<file path="src/rtl/ext_subsys_ctrl_pkg.sv">
// Shared types, register map and helpers for the external accelerator power/interrupt manager.
package ext_subsys_ctrl_pkg;

    localparam int unsigned MAX_NACC = 16;
    localparam int unsigned ADDR_W   = 8;

    localparam logic [ADDR_W-1:0] REG_CTRL    = 8'h00;
    localparam logic [ADDR_W-1:0] REG_STATUS  = 8'h04;
    localparam logic [ADDR_W-1:0] REG_PENDING = 8'h08;
    localparam logic [ADDR_W-1:0] REG_MASK    = 8'h0C;
    localparam logic [ADDR_W-1:0] REG_ERRCLR  = 8'h10;

    typedef struct packed {
        logic [31:0] addr;
        logic        write;
        logic [31:0] wdata;
        logic [3:0]  wstrb;
        logic        valid;
    } reg_req_t;

    typedef struct packed {
        logic [31:0] rdata;
        logic        error;
        logic        ready;
    } reg_rsp_t;

    typedef enum logic [2:0] {
        ST_OFF,
        ST_PWR_UP,
        ST_HOLD,
        ST_RUN,
        ST_CLK_OFF,
        ST_PWR_DN,
        ST_FAIL
    } acc_state_e;

    typedef struct packed {
        logic switch_n;
        logic iso_n;
        logic rst_n;
        logic clk_en;
    } pwr_ctrl_t;

    // Control pin levels driven while a channel sits in a given state.
    function automatic pwr_ctrl_t state_ctrl(acc_state_e s);
        pwr_ctrl_t c;
        c = '{switch_n: 1'b1, iso_n: 1'b0, rst_n: 1'b0, clk_en: 1'b0};
        case (s)
            ST_PWR_UP, ST_CLK_OFF: c.switch_n = 1'b0;
            ST_HOLD: c = '{switch_n: 1'b0, iso_n: 1'b1, rst_n: 1'b0, clk_en: 1'b1};
            ST_RUN:  c = '{switch_n: 1'b0, iso_n: 1'b1, rst_n: 1'b1, clk_en: 1'b1};
            default: ;
        endcase
        return c;
    endfunction

    function automatic int unsigned cnt_width(int unsigned ack_timeout, int unsigned rst_hold);
        int unsigned m;
        m = (ack_timeout > rst_hold) ? ack_timeout : rst_hold;
        return $clog2(m + 1);
    endfunction

endpackage

</file>
<file path="src/rtl/acc_pwr_fsm.sv">
// One accelerator channel: power switch / isolation / reset / clock sequencing with ack timeout.
module acc_pwr_fsm
    import ext_subsys_ctrl_pkg::*;
#(
    parameter int unsigned ACK_TIMEOUT = 255,
    parameter int unsigned RST_HOLD    = 4
) (
    input  logic clk_i,
    input  logic rst_ni,
    input  logic req_i,
    input  logic err_clr_i,
    input  logic switch_ack_ni,
    output logic switch_no,
    output logic iso_no,
    output logic rst_no,
    output logic clk_en_o,
    output logic running_o,
    output logic err_o
);

    localparam int unsigned CNT_W = cnt_width(ACK_TIMEOUT, RST_HOLD);

    acc_state_e       state_q, state_d;
    logic [CNT_W-1:0] cnt_q, cnt_d;
    logic             err_d;
    pwr_ctrl_t        pwr_d;

    // Next state; transitional states always run to completion.
    always_comb begin
        state_d = state_q;
        err_d   = err_o;
        case (state_q)
            ST_OFF:     if (req_i && !err_o) state_d = ST_PWR_UP;
            ST_PWR_UP: begin
                if (!switch_ack_ni)                   state_d = ST_HOLD;
                else if (cnt_q == CNT_W'(ACK_TIMEOUT)) state_d = ST_FAIL;
            end
            ST_HOLD:    if (cnt_q == CNT_W'(RST_HOLD - 1)) state_d = ST_RUN;
            ST_RUN:     if (!req_i) state_d = ST_CLK_OFF;
            ST_CLK_OFF: state_d = ST_PWR_DN;
            ST_PWR_DN: begin
                if (switch_ack_ni)                    state_d = ST_OFF;
                else if (cnt_q == CNT_W'(ACK_TIMEOUT)) state_d = ST_FAIL;
            end
            ST_FAIL:    if (err_clr_i) state_d = ST_OFF;
            default:    state_d = ST_OFF;
        endcase

        if (state_d == ST_FAIL) err_d = 1'b1;
        else if (err_clr_i)     err_d = 1'b0;

        cnt_d = '0;
        if (state_d == state_q &&
            (state_q == ST_PWR_UP || state_q == ST_HOLD || state_q == ST_PWR_DN)) begin
            cnt_d = cnt_q + CNT_W'(1);
        end

        pwr_d = state_ctrl(state_d);
    end

    always_ff @(posedge clk_i or negedge rst_ni) begin
        if (!rst_ni) begin
            state_q   <= ST_OFF;
            cnt_q     <= '0;
            err_o     <= 1'b0;
            running_o <= 1'b0;
            switch_no <= 1'b1;
            iso_no    <= 1'b0;
            rst_no    <= 1'b0;
            clk_en_o  <= 1'b0;
        end else begin
            state_q   <= state_d;
            cnt_q     <= cnt_d;
            err_o     <= err_d;
            running_o <= (state_d == ST_RUN);
            switch_no <= pwr_d.switch_n;
            iso_no    <= pwr_d.iso_n;
            rst_no    <= pwr_d.rst_n;
            clk_en_o  <= pwr_d.clk_en;
        end
    end

endmodule

</file>
<file path="src/rtl/ext_subsys_ctrl.sv">
// Register-mapped power, reset and interrupt manager for NACC external accelerators.
module ext_subsys_ctrl
    import ext_subsys_ctrl_pkg::*;
#(
    parameter int unsigned NACC        = 2,
    parameter int unsigned ACK_TIMEOUT = 255,
    parameter int unsigned RST_HOLD    = 4
) (
    input  logic            clk_i,
    input  logic            rst_ni,
    input  reg_req_t        reg_req_i,
    output reg_rsp_t        reg_rsp_o,
    input  logic [NACC-1:0] switch_ack_ni,
    input  logic [NACC-1:0] acc_int_i,
    output logic [NACC-1:0] switch_no,
    output logic [NACC-1:0] iso_no,
    output logic [NACC-1:0] acc_rst_no,
    output logic [NACC-1:0] clk_en_o,
    output logic [NACC-1:0] intr_o
);

    logic [NACC-1:0]   ctrl_q, ctrl_d, mask_q, pending_q, int_q;
    logic [NACC-1:0]   running, err, err_clr, w1c, int_set, wdata_ch;
    logic [ADDR_W-1:0] offset;
    logic [31:0]       rdata;
    logic              hit, wr_en;
    logic              unused_req;

    assign offset     = reg_req_i.addr[ADDR_W-1:0];
    assign wdata_ch   = reg_req_i.wdata[NACC-1:0];
    assign unused_req = ^{reg_req_i.addr[31:ADDR_W], reg_req_i.wdata[31:NACC], reg_req_i.wstrb};

    // Read mux and address decode.
    always_comb begin
        hit   = 1'b1;
        rdata = '0;
        case (offset)
            REG_CTRL:    rdata = 32'(ctrl_q);
            REG_STATUS:  rdata = {16'(err), 16'(running)};
            REG_PENDING: rdata = 32'(pending_q);
            REG_MASK:    rdata = 32'(mask_q);
            REG_ERRCLR:  rdata = '0;
            default:     hit = 1'b0;
        endcase
    end

    assign reg_rsp_o = '{rdata: rdata, error: reg_req_i.valid && !hit, ready: 1'b1};
    assign wr_en     = reg_req_i.valid && reg_req_i.write && hit;

    // FSMs see the CTRL value being written this cycle so PWR_UP follows the write directly.
    assign ctrl_d  = (wr_en && offset == REG_CTRL)    ? wdata_ch : ctrl_q;
    assign err_clr = (wr_en && offset == REG_ERRCLR)  ? wdata_ch : '0;
    assign w1c     = (wr_en && offset == REG_PENDING) ? wdata_ch : '0;
    assign int_set = running & acc_int_i & ~int_q;

    always_ff @(posedge clk_i or negedge rst_ni) begin
        if (!rst_ni) begin
            ctrl_q    <= '0;
            mask_q    <= '0;
            pending_q <= '0;
            int_q     <= '0;
            intr_o    <= '0;
        end else begin
            ctrl_q    <= ctrl_d;
            if (wr_en && offset == REG_MASK) mask_q <= wdata_ch;
            pending_q <= (pending_q & ~w1c) | int_set;
            int_q     <= running & acc_int_i;
            intr_o    <= pending_q & mask_q;
        end
    end

    for (genvar i = 0; i < NACC; i++) begin : g_ch
        acc_pwr_fsm #(
            .ACK_TIMEOUT(ACK_TIMEOUT),
            .RST_HOLD   (RST_HOLD)
        ) u_fsm (
            .clk_i        (clk_i),
            .rst_ni       (rst_ni),
            .req_i        (ctrl_d[i]),
            .err_clr_i    (err_clr[i]),
            .switch_ack_ni(switch_ack_ni[i]),
            .switch_no    (switch_no[i]),
            .iso_no       (iso_no[i]),
            .rst_no       (acc_rst_no[i]),
            .clk_en_o     (clk_en_o[i]),
            .running_o    (running[i]),
            .err_o        (err[i])
        );
    end

endmodule

</file>
<file path="config.mk">
export PLATFORM = sky130hd
export DESIGN_NAME = ext_subsys_ctrl
export DESIGN_NICKNAME = d
export VERILOG_FILES = /design/src/rtl/ext_subsys_ctrl_pkg.sv /design/src/rtl/acc_pwr_fsm.sv /design/src/rtl/ext_subsys_ctrl.sv
export SDC_FILE = /design/constraint.sdc
export NUM_CORES = 1
export LEC_CHECK = 0
export BUFFER_PORTS_ARGS = -buffer_cell sky130_fd_sc_hd__buf_4
export CORE_MARGIN = 2
export CORE_UTILIZATION = 40
export CTS_CLUSTER_DIAMETER = 30
export CTS_CLUSTER_SIZE = 25
export DETAILED_ROUTE_END_ITERATION = 10
export GPL_ROUTABILITY_DRIVEN = 0
export PLACE_DENSITY = 0.8
export SETUP_SLACK_MARGIN = 0.02
export SLEW_MARGIN = 25
export SYNTH_ARGS = -nofsm -noshare
export SYNTH_HDL_FRONTEND = slang
export SYNTH_SLANG_ARGS = --single-unit
</file>
<file path="constraint.sdc">
create_clock -name clk_i -period 3.48 [get_ports clk_i]
set_input_delay 0.348 -clock clk_i [delete_from_list [all_inputs] [get_ports clk_i]]
set_output_delay 0.348 -clock clk_i [all_outputs]
set_load 0.1 [all_outputs]
</file>
==> run summary, run 1 <==
Crit. path cell count - 6
Compound-Gate Fraction of Synth Area - 9.69%
PortBufs - 32
ANT cells - 0
# H-tree levels - 2
Clock Pin Slew Worst Setup and Hold Paths - 0.08 ns
WS Path Type - in2out
routed vias/inst - 5.06
Total Power - 1.86 mW
status - finished clean
Avg Inst Size Synth - 9.94 um2
Cells after Synth - 243
Post-Synth Adder-Cell Area - 1.45%
mux cell area share after synthesis - 4.66%
post-route setup TNS - 0 ns
core box area - 5890 um2
clk root buf - clkbuf_8
Pre-antenna DRT Iters - 4
Final Setup Violations - 0
Post-synth ARST share - 100%
initial DRC count - 97
final slew viol count - 0
Synth Warn # - 0
GRT overflow - 0
Pwr Density - 706 nW/um2
largest family of logic cells by synthesized area - simple AND/OR/NAND/NOR gates
Final period util - 68.7%
#FFs+latches synth - 41
CTS Sinks - 41
Post-synth EDFFs - 0
CP Launch Point - reg_req_i[39]
slowest cell delay on critical path - 0.53 ns
first-pass GRT wire length - 6.73 mm
Total Routing Usage GR - 13.2%
ANT nets after route - 0
Worst Setup EP - reg_rsp_o[19]
Setup Fix Bufs, Post-CTS - 0
Site Rows - 28
layout cells sized above 1 - 23.1%
delay-heaviest family, CP - simple AND/OR/NAND/NOR gates
Routed WL - 4.10 mm
CTS max path bufs - 2
starting density of the core - 41.0%
initial antenna violation count - 0
post-cts sizing count - 0
via count - 1735
top_reg_cell synth - dfrtp_1
simple-gate portion of the synthesized area - 22.7%
register area share after synthesis - 42.6%
Reg2Reg Setup Slack - 1.41 ns
post-detail-place hpwl - 3.02 mm
hold buffer count at cts - 0
Die Wd - 81.7 um
CP arrival - 2.04 ns
Finished Core Util - 44.9%
post-synth cell types - 58
crit path buf inv count - 2
worst r2r src - g_ch[1].u_fsm.cnt_q[0]
CTS tree - built
vias in the first global route - 1526
CP Launch Type - primary input
Critical Path RT - 3.13 ns
die area - 6670 um2
Chip Height - 81.7 um
Pleak - 1.26 nW
crit end category - output port
Routed wire per std cell - 12.0 um
worst-path cell chain - buf_4, or4_4, nor3_1, nand2_1, nor3b_2, buf_4
Boundary Pins - 120
final worst path period need - 2.39 ns
max_cap viols - 0
nets - 345
area leader, netlist - dfrtp_1
clk_lat worst skew - 0.30 ns
Rel. slew slack - 59.4%
worst vdd ir - 0.412 mV
most instantiated cells after synthesis - 39 x buf_4, 39 x dfrtp_1, 22 x nor2_1
endpoints failing hold - 0
Reg2Reg Depth - 7
measured slew at the worst slew-check pin - 0.609 ns
Most Frequent Cell on Critical Path - buf_4
Highest Clock Rate - 419 MHz
ranking of synthesized cells by area - dfrtp_1 40%, buf_4 12%, nor2_1 3.4%
Largest register FFs - 16
cts bufs inserted - 5
Most flops, register - g_ch.u_fsm.cnt_q
crit path max fanout - 4
mapped cell area - 2410 um2
Synth Area in XOR/XNOR - 5.08%
drt drc - 0
unrepaired setup endpoints after global routing - no
Hold Path Class - in2async
largest registers - g_ch.u_fsm.cnt_q x16, g_ch.u_fsm.state_q x6
Reg-to-Reg End - g_ch[1].u_fsm.running_o
Setup Skew - 0.00908 ns
Layout Area Growth over Synthesis - 9.43%
Max stage delay cell, worst path - or4_4
Synth top area share - 40.4%
largest net degree at the start of global routing - 42
## worst min path at each step
stage / start / to / slack (ns) / cells after the start
final: rst_ni / g_ch[0].u_fsm.cnt_q[7] / 0.01 / 1
after global routing: rst_ni / intr_o[1] / 0.06 / 1
after CTS: rst_ni / intr_o[1] / 0.03 / 1
after detailed placement: rst_ni / intr_o[0] / 0.36 / 1
after global placement: rst_ni / intr_o[0] / 0.35 / 1
after floorplan: rst_ni / ctrl_q[0] / 0.05 / 0
## layer usage
metal  vias up  track usage, %  part of all wire [%]
li1        835               -                     -
met3         7            3.52                   7.6
met1       833            16.0                    45
met2        60            22.0                    46
met5         -               0                     0
met4         0            6.17                   1.9
## placed cells by master, fill, tap and decap left out, drive strengths merged, types with 2 or more instances in the layout
master and instances:
o21ai 5, mux2 3, a21oi 8, nor2b 8, nor3 5, dfrtp 39
clkbuf 5, a41oi 2, nor2 23, nand2b 4, inv 6, nor3b 3
mux4 2, conb 29, o31ai 2, nand2 14, and4b 2, dfstp 2
nand4 3, nand3 12, and3 6, buf 32, clkinv 2, ha 2
nand4b 2, and3b 2, and2 6, xnor2 5, nor4 4, xor2 9
## cell families after synthesis
| family | after synthesis |
|---|---|
| and+or+nand+nor | 97 |
| DFF | 41 |
| xor gates and xnor gates | 14 |
| AOI/OAI and AO/OA | 32 |
| muxes | 6 |
| adders and majority gates | 3 |
| buffers and inverters | 48 |
| other | 2 |
## final cells by class
cell class	instances	area [um2]
Timing Repair Buffer	32	240
Multi-Input combinational cell	181	1170
Inverter	6	22.5
Clock buffer	5	68.8
Sequential cell	41	1030
Tap cell	75	93.8
Fill cell	559	3240
Clock inverter	3	17.5
## where the power goes
part	switching (mW)	leakage (nW)	internal [mW]
sequential	0.117	0.536	0.574
clock	0.169	0.0439	0.138
combinational	0.637	0.676	0.229
total	0.923	1.26	0.942
## per-stage QoR
stage	cells	hold slack, ns	area [um2]	setup WS, ns
floorplan	270	0.0524	2530	0.467
global placement	335	0.346	2560	1.11
detailed placement	335	0.359	2560	1.10
CTS	343	0.0331	2640	1.10
global route	343	0.0584	2640	1.02
finish	343	0.0107	2640	1.09
Power figures use the tool's default switching activity.
==> run 2, diff against run 1 <==
--- a/config.mk
+++ b/config.mk
@@ -5,6 +5,7 @@
 export SDC_FILE = /design/constraint.sdc
 export NUM_CORES = 1
 export LEC_CHECK = 0
+export ABC_AREA = 1
 export BUFFER_PORTS_ARGS = -buffer_cell sky130_fd_sc_hd__buf_4
 export CORE_MARGIN = 2
 export CORE_UTILIZATION = 40
@@ -12,7 +13,7 @@
 export CTS_CLUSTER_SIZE = 25
 export DETAILED_ROUTE_END_ITERATION = 10
 export GPL_ROUTABILITY_DRIVEN = 0
-export PLACE_DENSITY = 0.8
+export PLACE_DENSITY = 0.78
 export SETUP_SLACK_MARGIN = 0.02
 export SLEW_MARGIN = 25
 export SYNTH_ARGS = -nofsm -noshare
==> constraint.sdc (replaced) <==
create_clock -name clk_i -period 2.29 [get_ports clk_i]
set_input_delay 0.229 -clock clk_i [delete_from_list [all_inputs] [get_ports clk_i]]
set_output_delay 0.229 -clock clk_i [all_outputs]
set_load 0.1 [all_outputs]
==> run summary, run 2 <==
Layout Area Growth over Synthesis - 10.4%
Site Rows - 30 (+7.1%)
WS Path Type - reg2reg
Finished Core Util - 45.1% (+0.17 points)
endpoints failing hold - 0 (unchanged)
Final Setup Violations - 0 (unchanged)
Setup Skew - 0.00820 ns (-0.000885 ns)
Most flops, register - g_ch.u_fsm.cnt_q
PortBufs - 32 (unchanged)
most frequent cells in the layout - 72 x nand2_1, 51 x inv_1, 39 x dfrtp_1
clk root buf - clkbuf_8
Routed WL - 5.00 mm (+22%)
Clock Pin Slew Worst Setup and Hold Paths - 0.08 ns (about the same)
CP arrival - 2.07 ns (+0.03 ns)
CP Launch Type - register
core box area - 6720 um2 (+14%)
commonest non-fill, non-tap cell in the layout - nand2_1
Synth top area share - 35.6% (-4.8 points)
most common cell in the netlist - nand2_1
Post-synth EDFFs - 0 (unchanged)
most instantiated cells after synthesis - 72 x nand2_1, 51 x inv_1, 39 x dfrtp_1
largest net degree at the start of global routing - 42 (unchanged)
largest registers - g_ch.u_fsm.cnt_q x16, g_ch.u_fsm.state_q x6
crit path max fanout - 8 (+4)
status - finished clean
Post-synth ARST share - 100% (unchanged)
Chip Height - 86.8 um (+6.3%)
mapped cell area - 2740 um2 (+14%)
Boundary Pins - 120 (unchanged)
worst-path cell chain - ha_1, nand2_1, nor2_1, nand4_1, nand2_1, inv_1, nor2_1, nand3_1, nand2_2, nand3_4, nor2_2
drt drc - 0 (unchanged)
#FFs+latches synth - 41 (unchanged)
cts bufs inserted - 5 (unchanged)
measured slew at the worst slew-check pin - 0.528 ns (-0.0808 ns)
Largest register FFs - 16 (unchanged)
Critical Path RT - 2.52 ns (-0.61 ns)
Cells after Synth - 351 (+44%)
post-detail-place hpwl - 3.88 mm (+29%)
die area - 7540 um2 (+13%)
Final period util - 80.2%
# H-tree levels - 2 (unchanged)
Max stage delay cell, worst path - dfrtp_1
Pre-antenna DRT Iters - 4 (unchanged)
max_cap viols - 0 (unchanged)
routed vias/inst - 4.60 (-9.1%)
area leader, netlist - dfrtp_1
first-pass GRT wire length - 8.51 mm (+26%)
post-synth cell types - 34 (-41%)
Die Wd - 86.8 um (+6.3%)
pre-CTS setup slack - 0.471 ns (-0.629 ns)
ANT nets after route - 0 (unchanged)
initial DRC count - 97 (unchanged)
layout cells sized above 1 - 25.7% (+2.5 points)
vias in the first global route - 1958 (+28%)
initial antenna violation count - 0 (unchanged)
register area share after synthesis - 37.5% (-5.1 points)
Total Power - 3.34 mW (+79%)
Avg Inst Size Synth - 7.82 um2 (-21%)
CTS tree - built
via count - 2124 (+22%)
ranking of synthesized cells by area - dfrtp_1 36%, buf_4 10%, nand2_1 9.8%
worst vdd ir - 0.434 mV (+5.3%)
Pwr Density - 1100 nW/um2 (+56%)
ANT cells - 0 (unchanged)
nets - 459 (+33%)
Pleak - 1.60 nW (+27%)
clk_lat worst skew - 0.30 ns (about the same)
starting density of the core - 40.8% (-0.19 points)
Hold Path Class - in2reg
Highest Clock Rate - 544 MHz
top_reg_cell synth - dfrtp_1
slowest cell delay on critical path - 0.39 ns (-0.14 ns)
Routed wire per std cell - 10.8 um (-9.5%)
Synth Warn # - 0 (unchanged)
CTS max path bufs - 2 (unchanged)
CTS Sinks - 41 (unchanged)
unrepaired setup endpoints after global routing - no
GRT overflow - 0 (unchanged)
final slew viol count - 0 (unchanged)
final worst path period need - 1.84 ns
crit end category - register
Worst Slack Setup Final - 0.453 ns (-0.638 ns)
Total Routing Usage GR - 14.3% (+1.1 points)
Rel. slew slack - 64.8% (+5.4 points)
run 2: changes by cell type after synthesis, moves of 6 or more:
| cell | change |
|---|---|
| a21oi_1 | -6 |
| inv_1 | +46 |
| nand2_1 | +58 |
| nand2_2 | +12 |
| nand3_1 | +10 |
| nand4_1 | +6 |
| nor2_1 | +8 |
| nor2_2 | +13 |
| nor2b_1 | -8 |
| nor3_2 | +8 |
run 2: cells by family (layout without fill, tap and decap cells):
kind of cell	after synthesis	in the layout	synth area share, %
other cells	2	29	0.274
buf+inv	90	94	17.4
simple gates	191	191	37.5
compound gates	14	14	2.96
fa+ha+maj	2	2	0.912
flops	41	41	37.5
xor+xnor	11	11	3.51
run 2: per-layer routing:
metal / vias up / track usage [%] / wire (um)
met1: 980 / 17.6 / 2150
met4: 0 / 5.82 / 82
li1: 1086 / - / -
met2: 53 / 23.8 / 2520
met5: - / 0 / 0
met3: 5 / 3.52 / 238
run 2: timing repair:
action / 4_1_cts / 5_1_grt
setup buffers: 0 / 0
hold buffers: 1 / 0
endpoints found under the hold margin: 39 / 0
resized for setup: 0 / 0
run 2: cell type report:
type / count / area, um2
Fill cell: 676 / 3690
Multi-Input combinational cell: 247 / 1350
Sequential cell: 41 / 1030
Timing Repair Buffer: 33 / 250
Inverter: 53 / 199
Tap cell: 80 / 100
Clock buffer: 7 / 96.3
Clock inverter: 1 / 8.76
run 2: through the flow:
step	hold slack (ns)	instances	TNS (ns)	instance area, um2
2_1_floorplan	-0.0666	378	-0.438	2850
3_3_place_gp	0.240	453	0	2910
3_5_place_dp	0.249	453	0	2910
4_1_cts	0.131	462	0	3030
5_1_grt	0.141	462	0	3030
6_report	0.137	462	0	3030
run 2: final timing paths:
path,from,endpoint,slack [ns],cells after the start
setup / recovery,g_ch[1].u_fsm.cnt_q[0],g_ch[1].u_fsm.cnt_q[0],0.45,11
hold / removal,acc_int_i[1],int_q[1],0.14,3
setup reg to reg,g_ch[1].u_fsm.cnt_q[0],g_ch[1].u_fsm.cnt_q[0],0.45,11
hold reg to reg,mask_q[0],intr_o[0],0.47,2
max in group asynchronous,rst_ni,g_ch[0].u_fsm.switch_no,1.46,2
min in group asynchronous,rst_ni,intr_o[1],0.46,2
run 2: worst max-delay path, delay by kind of cell, from the launching register on:
family	cells	cell delay, ns
buffers and inverters	1	0.04
flip-flops	1	0.39
adder cells (fa/ha/maj)	1	0.22
AND/OR/NAND/NOR	9	1.12
run 2: power by group:
group | switching, mW | internal [mW] | leakage (nW)
Clock | 0.259 | 0.278 | 0.0549
Sequential | 0.107 | 0.892 | 0.517
Combinational | 1.41 | 0.387 | 1.03
